### src/rtl/ps2_pkg.sv
// Shared PS/2 definitions: frame layout, receiver state encoding and the
// scan-code constants used by the downstream scan-code FSM.
package ps2_pkg;

  localparam int unsigned PS2_FRAME_BITS = 11;
  localparam logic        START_BIT      = 1'b0;
  localparam logic        STOP_BIT       = 1'b1;

  localparam logic [7:0]  BREAK_CODE     = 8'hF0;
  localparam logic [7:0]  EXT_CODE       = 8'hE0;

  typedef enum logic [1:0] {
    RX_IDLE,
    RX_SHIFT,
    RX_CHECK
  } rx_state_t;

  // Frame is held LSB-first: [0]=start, [8:1]=data, [9]=odd parity, [10]=stop.
  function automatic logic frame_ok(input logic [PS2_FRAME_BITS-1:0] f);
    return (f[0] == START_BIT) && (f[10] == STOP_BIT) && (^f[9:1]);
  endfunction

endpackage

### src/rtl/ps2_rx_fifo_sync_fifo.sv
// Parameterised synchronous byte FIFO with extra-MSB pointers. A push into a
// full FIFO only succeeds when a pop happens on the same cycle.
module sync_fifo #(
  parameter int unsigned DEPTH = 8,
  parameter int unsigned WIDTH = 8
) (
  input  logic             clk,
  input  logic             rst,
  input  logic             push,
  input  logic [WIDTH-1:0] din,
  input  logic             pop,
  output logic [WIDTH-1:0] dout,
  output logic             full,
  output logic             empty,
  output logic             drop
);

  localparam int unsigned AW = $clog2(DEPTH);

  logic [WIDTH-1:0] mem [DEPTH];
  logic [AW:0]      wr_ptr;
  logic [AW:0]      rd_ptr;
  logic             pop_ok;
  logic             push_ok;

  assign empty   = (wr_ptr == rd_ptr);
  assign full    = (wr_ptr[AW] != rd_ptr[AW]) && (wr_ptr[AW-1:0] == rd_ptr[AW-1:0]);
  assign pop_ok  = pop && !empty;
  assign push_ok = push && (!full || pop_ok);
  assign drop    = push && full && !pop_ok;
  assign dout    = mem[rd_ptr[AW-1:0]];

  always_ff @(posedge clk or posedge rst) begin
    if (rst) begin
      wr_ptr <= '0;
      rd_ptr <= '0;
      for (int unsigned i = 0; i < DEPTH; i++) mem[i] <= '0;
    end else begin
      if (push_ok) begin
        mem[wr_ptr[AW-1:0]] <= din;
        wr_ptr              <= wr_ptr + 1'b1;
      end
      if (pop_ok) rd_ptr <= rd_ptr + 1'b1;
    end
  end

endmodule

### src/rtl/ps2_rx_fifo.sv
// PS/2 device-to-host receiver: synchronises the pad lines, deframes and
// validates 11-bit frames, and queues good bytes behind a ready/nextdata_n FIFO.
module ps2_rx_fifo
  import ps2_pkg::*;
#(
  parameter int unsigned FIFO_DEPTH     = 8,
  parameter int unsigned SYNC_STAGES    = 2,
  parameter int unsigned TIMEOUT_CYCLES = 50000
) (
  input  logic       clk,
  input  logic       rst,
  input  logic       ps2_clk,
  input  logic       ps2_data,
  input  logic       nextdata_n,
  output logic [7:0] data,
  output logic       ready,
  output logic       overflow,
  output logic       frame_err
);

  localparam int unsigned WD_W = (TIMEOUT_CYCLES > 1) ? $clog2(TIMEOUT_CYCLES) : 1;
  localparam logic [WD_W-1:0] WD_MAX = WD_W'(TIMEOUT_CYCLES - 1);
  localparam logic [3:0] LAST_IDX = 4'(PS2_FRAME_BITS - 1);

  logic [SYNC_STAGES-1:0]    clk_sync;
  logic [SYNC_STAGES-1:0]    data_sync;
  logic                      clk_prev;
  logic                      fall;
  logic                      sample;

  rx_state_t                 state;
  logic [3:0]                bit_cnt;
  logic [PS2_FRAME_BITS-1:0] shreg;
  logic [WD_W-1:0]           wd;

  logic                      push;
  logic                      fifo_empty;
  logic                      fifo_full;
  logic                      fifo_drop;

  assign fall   = clk_prev && !clk_sync[SYNC_STAGES-1];
  assign sample = data_sync[SYNC_STAGES-1];

  // Synchronisers idle high so reset never looks like a falling edge.
  always_ff @(posedge clk or posedge rst) begin
    if (rst) begin
      clk_sync  <= '1;
      data_sync <= '1;
      clk_prev  <= 1'b1;
    end else begin
      clk_sync  <= {clk_sync[SYNC_STAGES-2:0], ps2_clk};
      data_sync <= {data_sync[SYNC_STAGES-2:0], ps2_data};
      clk_prev  <= clk_sync[SYNC_STAGES-1];
    end
  end

  // Push is decoded straight from CHECK so the write lands on the next edge.
  assign push = (state == RX_CHECK) && frame_ok(shreg);

  always_ff @(posedge clk or posedge rst) begin
    if (rst) begin
      state     <= RX_IDLE;
      bit_cnt   <= '0;
      shreg     <= '0;
      wd        <= '0;
      frame_err <= 1'b0;
      overflow  <= 1'b0;
    end else begin
      if (fifo_drop) overflow <= 1'b1;
      case (state)
        RX_IDLE: begin
          wd <= '0;
          if (fall && (sample == START_BIT)) begin
            shreg   <= {sample, shreg[PS2_FRAME_BITS-1:1]};
            bit_cnt <= 4'd1;
            state   <= RX_SHIFT;
          end
        end
        RX_SHIFT: begin
          if (fall) begin
            shreg   <= {sample, shreg[PS2_FRAME_BITS-1:1]};
            bit_cnt <= bit_cnt + 4'd1;
            wd      <= '0;
            if (bit_cnt == LAST_IDX) state <= RX_CHECK;
          end else if (wd == WD_MAX) begin
            frame_err <= 1'b1;
            bit_cnt   <= '0;
            wd        <= '0;
            state     <= RX_IDLE;
          end else begin
            wd <= wd + WD_W'(1);
          end
        end
        RX_CHECK: begin
          if (!frame_ok(shreg)) frame_err <= 1'b1;
          bit_cnt <= '0;
          wd      <= '0;
          state   <= RX_IDLE;
        end
        default: state <= RX_IDLE;
      endcase
    end
  end

  sync_fifo #(
    .DEPTH (FIFO_DEPTH),
    .WIDTH (8)
  ) u_fifo (
    .clk   (clk),
    .rst   (rst),
    .push  (push),
    .din   (shreg[8:1]),
    .pop   (!nextdata_n),
    .dout  (data),
    .full  (fifo_full),
    .empty (fifo_empty),
    .drop  (fifo_drop)
  );

  assign ready = !fifo_empty;

endmodule

### config.mk
export PLATFORM = sky130hd
export DESIGN_NAME = ps2_rx_fifo
export DESIGN_NICKNAME = d
export VERILOG_FILES = /design/src/rtl/ps2_pkg.sv /design/src/rtl/ps2_rx_fifo_sync_fifo.sv /design/src/rtl/ps2_rx_fifo.sv
export SDC_FILE = /design/constraint.sdc
export NUM_CORES = 1
export LEC_CHECK = 0
export BUFFER_PORTS_ARGS = -buffer_cell sky130_fd_sc_hd__clkbuf_2
export CAP_MARGIN = 20
export CORE_ASPECT_RATIO = 1.4
export CORE_MARGIN = 1.5
export CORE_UTILIZATION = 27
export CTS_BUF_LIST = sky130_fd_sc_hd__clkbuf_4 sky130_fd_sc_hd__clkbuf_8
export DETAILED_ROUTE_END_ITERATION = 10
export GPL_TIMING_DRIVEN = 0
export PLACE_DENSITY_LB_ADDON = 0.1
export SLEW_MARGIN = 20
export SYNTH_ARGS = -nofsm -noshare
export SYNTH_HDL_FRONTEND = slang
export SYNTH_HIERARCHICAL = 1
export SYNTH_SLANG_ARGS = --single-unit
### constraint.sdc
create_clock -name clk -period 6.4 [get_ports clk]
set_input_delay 1.28 -clock clk [delete_from_list [all_inputs] [get_ports clk]]
set_output_delay 1.28 -clock clk [all_outputs]
set_load 0.005 [all_outputs]
==> impl_results.md, run 1 <==
- Outcome: finished, final reports clean
- Pre-CTS WS: 2.79 ns
- Skew-Pair Late Insertion Delay: 0.39 ns
- Number of synthesized flops with an enable pin: 0
- Worst hold path class: flip-flop to flip-flop
- Num CTS Buffers: 9
- Die Area: 21,200 µm²
- Final setup vio count: 0
- Row cnt: 61
- GP Congestion: 0.712
- Die H: 172 µm
- TNS Setup: 0 ns
- Pwr/cell area: 301 nW/µm²
- Worst EP arrival: 2.63 ns
- # Max-Cap Violations: 0
- Slew @ Worst Pin: 0.819 ns
- Drt wl/cell: 17.3 µm
- CP required: 5.12 ns
- DR DRC count: 0
- Worst Path Class, Setup: flip-flop to primary output
- Largest net degree at the start of global routing: 56
- Fin. Hold Viols: 0
- TritonCTS clock tree: yes
- Top area cells in the synthesized netlist: dfrtp_1, mux2_2, mux4_2
- Ant diodes: 0
- Slew headroom: 45.4%
- Clk buf depth: 2
- H-tree levels: 3
- Setup ws final: 2.49 ns
- IO Pins: 16
- Synthesized cell area: 5480 µm²
- Sequential fraction of the synthesis area: 51.3%
- Routed Antenna Nets: 0
- HPWL Detailed: 8.22 mm
- Tot GR Track Use: 12.4%
- Final core utilization: 30.6%
- Clock root cell: clkbuf_8
- Peak supply drop: 0.136 mV
- Fin nets: 444
- CTS resizes: 0
- Post-synthesis cell type count: 63
- Tcrit/Tclk final: 61.1%
- CP Max Fanout: 10
- Critical path endpoint category: primary output
- Filler cells: 2,005
- Tmin final: 3.91 ns
- Post-synth top area share: 48.9%
- Initial antenna violation count: 0
- Postcts setup bufs: 0
- Syn Inst Count: 401
- Share of layout cells above drive strength 1: 39.4%
- Layout area overhead: 11.2%
- Primary FF master, synth: dfrtp_1
- Syn nets: 416
- Yosys warns: 6
- Die Span X: 123 µm
- First-pass GRT wire length: 19.3 mm
- Yosys top cell by area: dfrtp_1
- Via Count: 3,215
- Core area: 19,900 µm²
- DR iter-0 viols: 87
- Clock slew at reported path FFs: 0.10 ns
- DRT Pass-1 Iters: 4
- Total Wirelength: 11.9 mm
- Syn_area_per_cell: 13.7 µm²
- Ys async rst share: 100%
- Grt total ovfl: 0
- CTS Hold Bufs: 0
- Clock Skew: 0.0134 ns
- Fin. max-slew vios: 0
- Vias in the first global route: 3,421
- #FFs+latches synth: 112
- Via density: 4.69
- RSZ-0062 raised after global routing: no
- IO buf count: 15
- F_max: 256 MHz
- Static leakage: 2.76 nW
- Starting Density: 27.5%
- Clk sinks: 112
- CP Launch Type: flip-flop
[registers in the layout (all words and copies together) (netlist names), 4 cells and up]
signal and flops:
u_fifo/mem 64, shreg 11, wd 16, bit_cnt 4
u_fifo/rd_ptr 4, u_fifo/wr_ptr 4
[placed cells by master (no fill, tap or decap), types with 5 or more instances in the layout]
cell type,Yosys,final
mux2_2,85,85
nor2b_1,5,5
nor2_1,24,24
clkbuf_8,0,9
o21ai_0,6,6
ha_1,10,10
dfrtp_1,107,107
nand2_1,14,14
inv_1,13,11
a21oi_1,5,5
clkbuf_2,0,15
dfstp_2,5,5
xor2_1,13,13
buf_2,6,6
xnor2_1,15,15
mux4_2,16,16
nand3_1,7,7
[worst paths after layout]
check                                  from             end  slack [ns]  cells after the start
max                        u_fifo/rd_ptr[1]         data[6]        2.49                      5
min                            data_sync[0]    data_sync[1]        0.36                      0
max reg2reg                        shreg[8]  u_fifo/mem[40]        3.14                      9
min reg2reg                    data_sync[0]    data_sync[1]        0.36                      0
max in group asynchronous               rst        shreg[1]        5.00                      3
min in group asynchronous               rst  u_fifo/mem[21]        0.83                      2
[cell usage after synthesis (all sizes together), types with 2 or more instances]
| cell | number |
|---|---|
| nor2b | 5 |
| nor2 | 26 |
| and2 | 2 |
| a22o | 2 |
| o21ai | 6 |
| dfstp | 5 |
| buf | 9 |
| nor3 | 4 |
| a21o | 2 |
| o31ai | 2 |
| a21oi | 5 |
| nand2b | 3 |
| ha | 10 |
| nand4b | 2 |
| or2 | 3 |
| mux2 | 86 |
| o41ai | 2 |
| o21bai | 2 |
| mux4 | 16 |
| nand3b | 3 |
| or4 | 2 |
| nand2 | 15 |
| clkbuf | 4 |
| xnor2 | 15 |
| nand4 | 5 |
| inv | 13 |
| nor4 | 4 |
| dfrtp | 107 |
| xor2 | 15 |
| nand3 | 8 |
[where the power goes]
group	leakage, nW	switching (mW)	internal, mW
Combinational	1.15	0.312	0.245
Clock	0.0892	0.248	0.144
Sequential	1.52	0.112	0.773
[worst max-delay path: stages (launching register included)]
cell and delay [ns]:
dfrtp_1 0.44, buf_2 0.34, clkbuf_1 0.63, mux4_2 0.40, mux2_2 0.30, clkbuf_2 0.12
[cell type report]
| cell class | instances | area [µm²] | area share (%) |
|---|---|---|---|
| Buffer | 13 | 71.3 | 1.17 |
| Clock buffer | 10 | 131 | 2.16 |
| Clock inverter | 6 | 36.3 | 0.595 |
| Inverter | 13 | 51.3 | 0.842 |
| Multi-Input combinational cell | 263 | 2550 | 41.9 |
| Sequential cell | 112 | 2810 | 46.1 |
| Tap cell | 252 | 315 | 5.17 |
| Timing Repair Buffer | 17 | 130 | 2.13 |
[metrics by stage]
stage	power, mW	cells	hold WS [ns]	instance area (µm²)
2_1_floorplan	1.31	401	0.345	5480
3_3_place_gp	1.46	668	0.347	5870
3_5_place_dp	1.48	670	0.348	5930
4_1_cts	1.89	686	0.363	6100
5_1_grt	1.97	686	0.366	6100
6_report	1.84	686	0.360	6100
[layer usage]
metal | GRT usage, % | vias up | routed length (µm)
met4 | 6.05 | 0 | 259
li1 | - | 1508 | -
met5 | 0 | - | 0
met1 | 14.9 | 1666 | 5180
met2 | 21.4 | 27 | 6230
met3 | 1.92 | 14 | 214
[kinds of logic (layout without fill, tap and decap cells)]
kind of cell,Yosys count,in the layout,synth area share (%)
and+or+nand+nor,88,88,9.73
xor gates and xnor gates,30,30,5.27
buffers and inverters,26,59,2.19
adders and majority gates,10,10,2.28
DFF,112,112,51.3
muxes,102,102,24.2
AOI/OAI and AO/OA,33,33,5.02
(Power assumes the default switching activity.)
==> run 2: changes to the inputs <==
- clock period: 6.4 -> 3.3 ns (I/O delays scaled with it)
==> run 2 against run 1 <==
Via count is 0.16% higher. Cell area rose by 0.68%. Sequential power rose by 94%. Largest cell class unchanged. Clock power increased by 94%. Register-to-register slack got worse by 2.8 ns. Setup slack lost 2.2 ns. First-iteration DRC count is 6.9% lower. Final cell count grew 0.15%. Combinational power up 92%.
==> impl_results.md, run 2 (same netlist as run 1, synthesis figures left out) <==
- Outcome: finished, final reports clean
- Row cnt: 61
- Clk sinks: 112
- Placed Area: 5930 µm²
- Die H: 172 µm
- Final hold slack: 0.213 ns
- Ant diodes: 0
- Num CTS Buffers: 9
- Power, Total: 3.55 mW
- Routed Antenna Nets: 0
- F_max: 332 MHz
- Pwr/cell area: 579 nW/µm²
- Clk buf depth: 2
- Clock Skew: 0.0173 ns
- Max stage delay on crit path: 0.58 ns
- Via Count: 3,220
- IO buf count: 15
- Worst Path Class, Setup: flip-flop to primary output
- Initial antenna violation count: 0
- Tmin final: 3.01 ns
- Fin. max-slew vios: 0
- Fin. Hold Viols: 0
- Cell Chain, Critical Path: buf_2, mux4_2, mux2_2, clkbuf_2
- Total Wirelength: 11.8 mm
- # Max-Cap Violations: 0
- Clock slew at reported path FFs: 0.10 ns
- Tcrit/Tclk final: 91.3%
- Die Area: 21,200 µm²
- Max reg flops: 64
- Layout area overhead: 12.0%
- CP required: 2.64 ns
- Starting Density: 27.5%
- Vias in the first global route: 3,427
- Grt total ovfl: 0
- Slew @ Worst Pin: 0.797 ns
- Slew headroom: 46.9%
- Final setup vio count: 0
- Critical path endpoint category: primary output
- Largest net degree at the start of global routing: 56
- HPWL Detailed: 8.22 mm
- Share of layout cells above drive strength 1: 39.8%
- RSZ-0062 raised after global routing: no
- Largest Register: u_fifo/mem
- IO Pins: 16
- Post-route cell area: 6140 µm²
- Largest registers: u_fifo/mem: 64 flops, wd: 16 flops, shreg: 11 flops
- Most common cell after layout, fill and taps aside: dfrtp_1
- First-pass GRT wire length: 19.2 mm
- DRT Pass-1 Iters: 4
- CP Max Fanout: 19
- Die Span X: 123 µm
- Fin nets: 445
- DR iter-0 viols: 81
- TritonCTS clock tree: yes
- Worst hold path class: primary input to asynchronous set/reset pin
- Clock root cell: clkbuf_8
- Drt wl/cell: 17.2 µm
- CP Launch Type: flip-flop
- Worst EP arrival: 2.35 ns
- H-tree levels: 3
- Tot GR Track Use: 12.3%
- DR DRC count: 0
- Leading cell types in the layout, fill and taps excluded: dfrtp_1, mux2_2, nor2_1
- Core area: 19,900 µm²
- Skew-Pair Late Insertion Delay: 0.39 ns
- GP Congestion: 0.712
- Via density: 4.69
- Static leakage: 2.77 nW
- Slowest CP cell: mux4_2
- Peak supply drop: 0.265 mV
[run 2: cell types whose count changed in the layout (fill, tap and decap cells not counted), sizes merged]
cell	previous run	this run
buf	11	13
clkbuf	29	28
[run 2: where the power goes]
part / internal, mW / switching (mW)
sequential: 1.50 / 0.217
combinational: 0.473 / 0.601
clock: 0.280 / 0.483
[run 2: path summary, 6_finish.rpt]
kind                             startpoint              to  slack [ns]  cells past startpoint
setup reg to reg                   shreg[8]  u_fifo/mem[40]        0.30                     10
min in group clk                    ps2_clk     clk_sync[0]        0.33                      1
hold / removal                          rst  u_fifo/mem[21]        0.21                      2
max in group asynchronous               rst        shreg[1]        2.52                      3
setup / recovery           u_fifo/rd_ptr[1]         data[6]        0.29                      4
hold reg to reg                data_sync[0]    data_sync[1]        0.36                      0
[run 2: critical path, delay by kind of cell, from the launching register on]
family,cells,cell delay [ns]
mux,2,0.88
buf+inv,2,0.65
flops,1,0.44
[run 2: timing repair]
item / in CTS / in global routing
endpoints found under the setup margin: 11 / 16
setup buffers: 1 / 1
hold buffers: 0 / 0
gates resized for setup: 0 / 1
pin swaps: 1 / 1
hold endpoints to repair: 0 / 0
[run 2: area by class of cell]
class	count	area (µm²)
clock buffer	10	131
sequential	112	2810
timing repair buffer	19	170
fill	1999	13800
inverter	13	51.3
clock inverter	6	36.3
tap	252	315
buffer	12	67.6
multi-input combinational	263	2560
[run 2: layer usage]
metal / track usage (%) / vias to the layer above / share of wire [%]
li1: - / 1507 / -
met1: 14.9 / 1674 / 44
met2: 21.2 / 25 / 52
met3: 1.92 / 14 / 1.8
met4: 6.05 / 0 / 2.2
met5: 0 / - / 0
[run 2: through the flow]
stage	std cells	worst slack [ns]	util, %	setup TNS, ns
final	687	0.286	30.8	0
after global routing	687	0.0953	30.8	0
after CTS	686	0.0421	30.7	0
after detailed placement	670	0.000569	29.8	0
after global placement	668	-0.257	29.5	-17.90
after floorplan	401	0.815	-	0
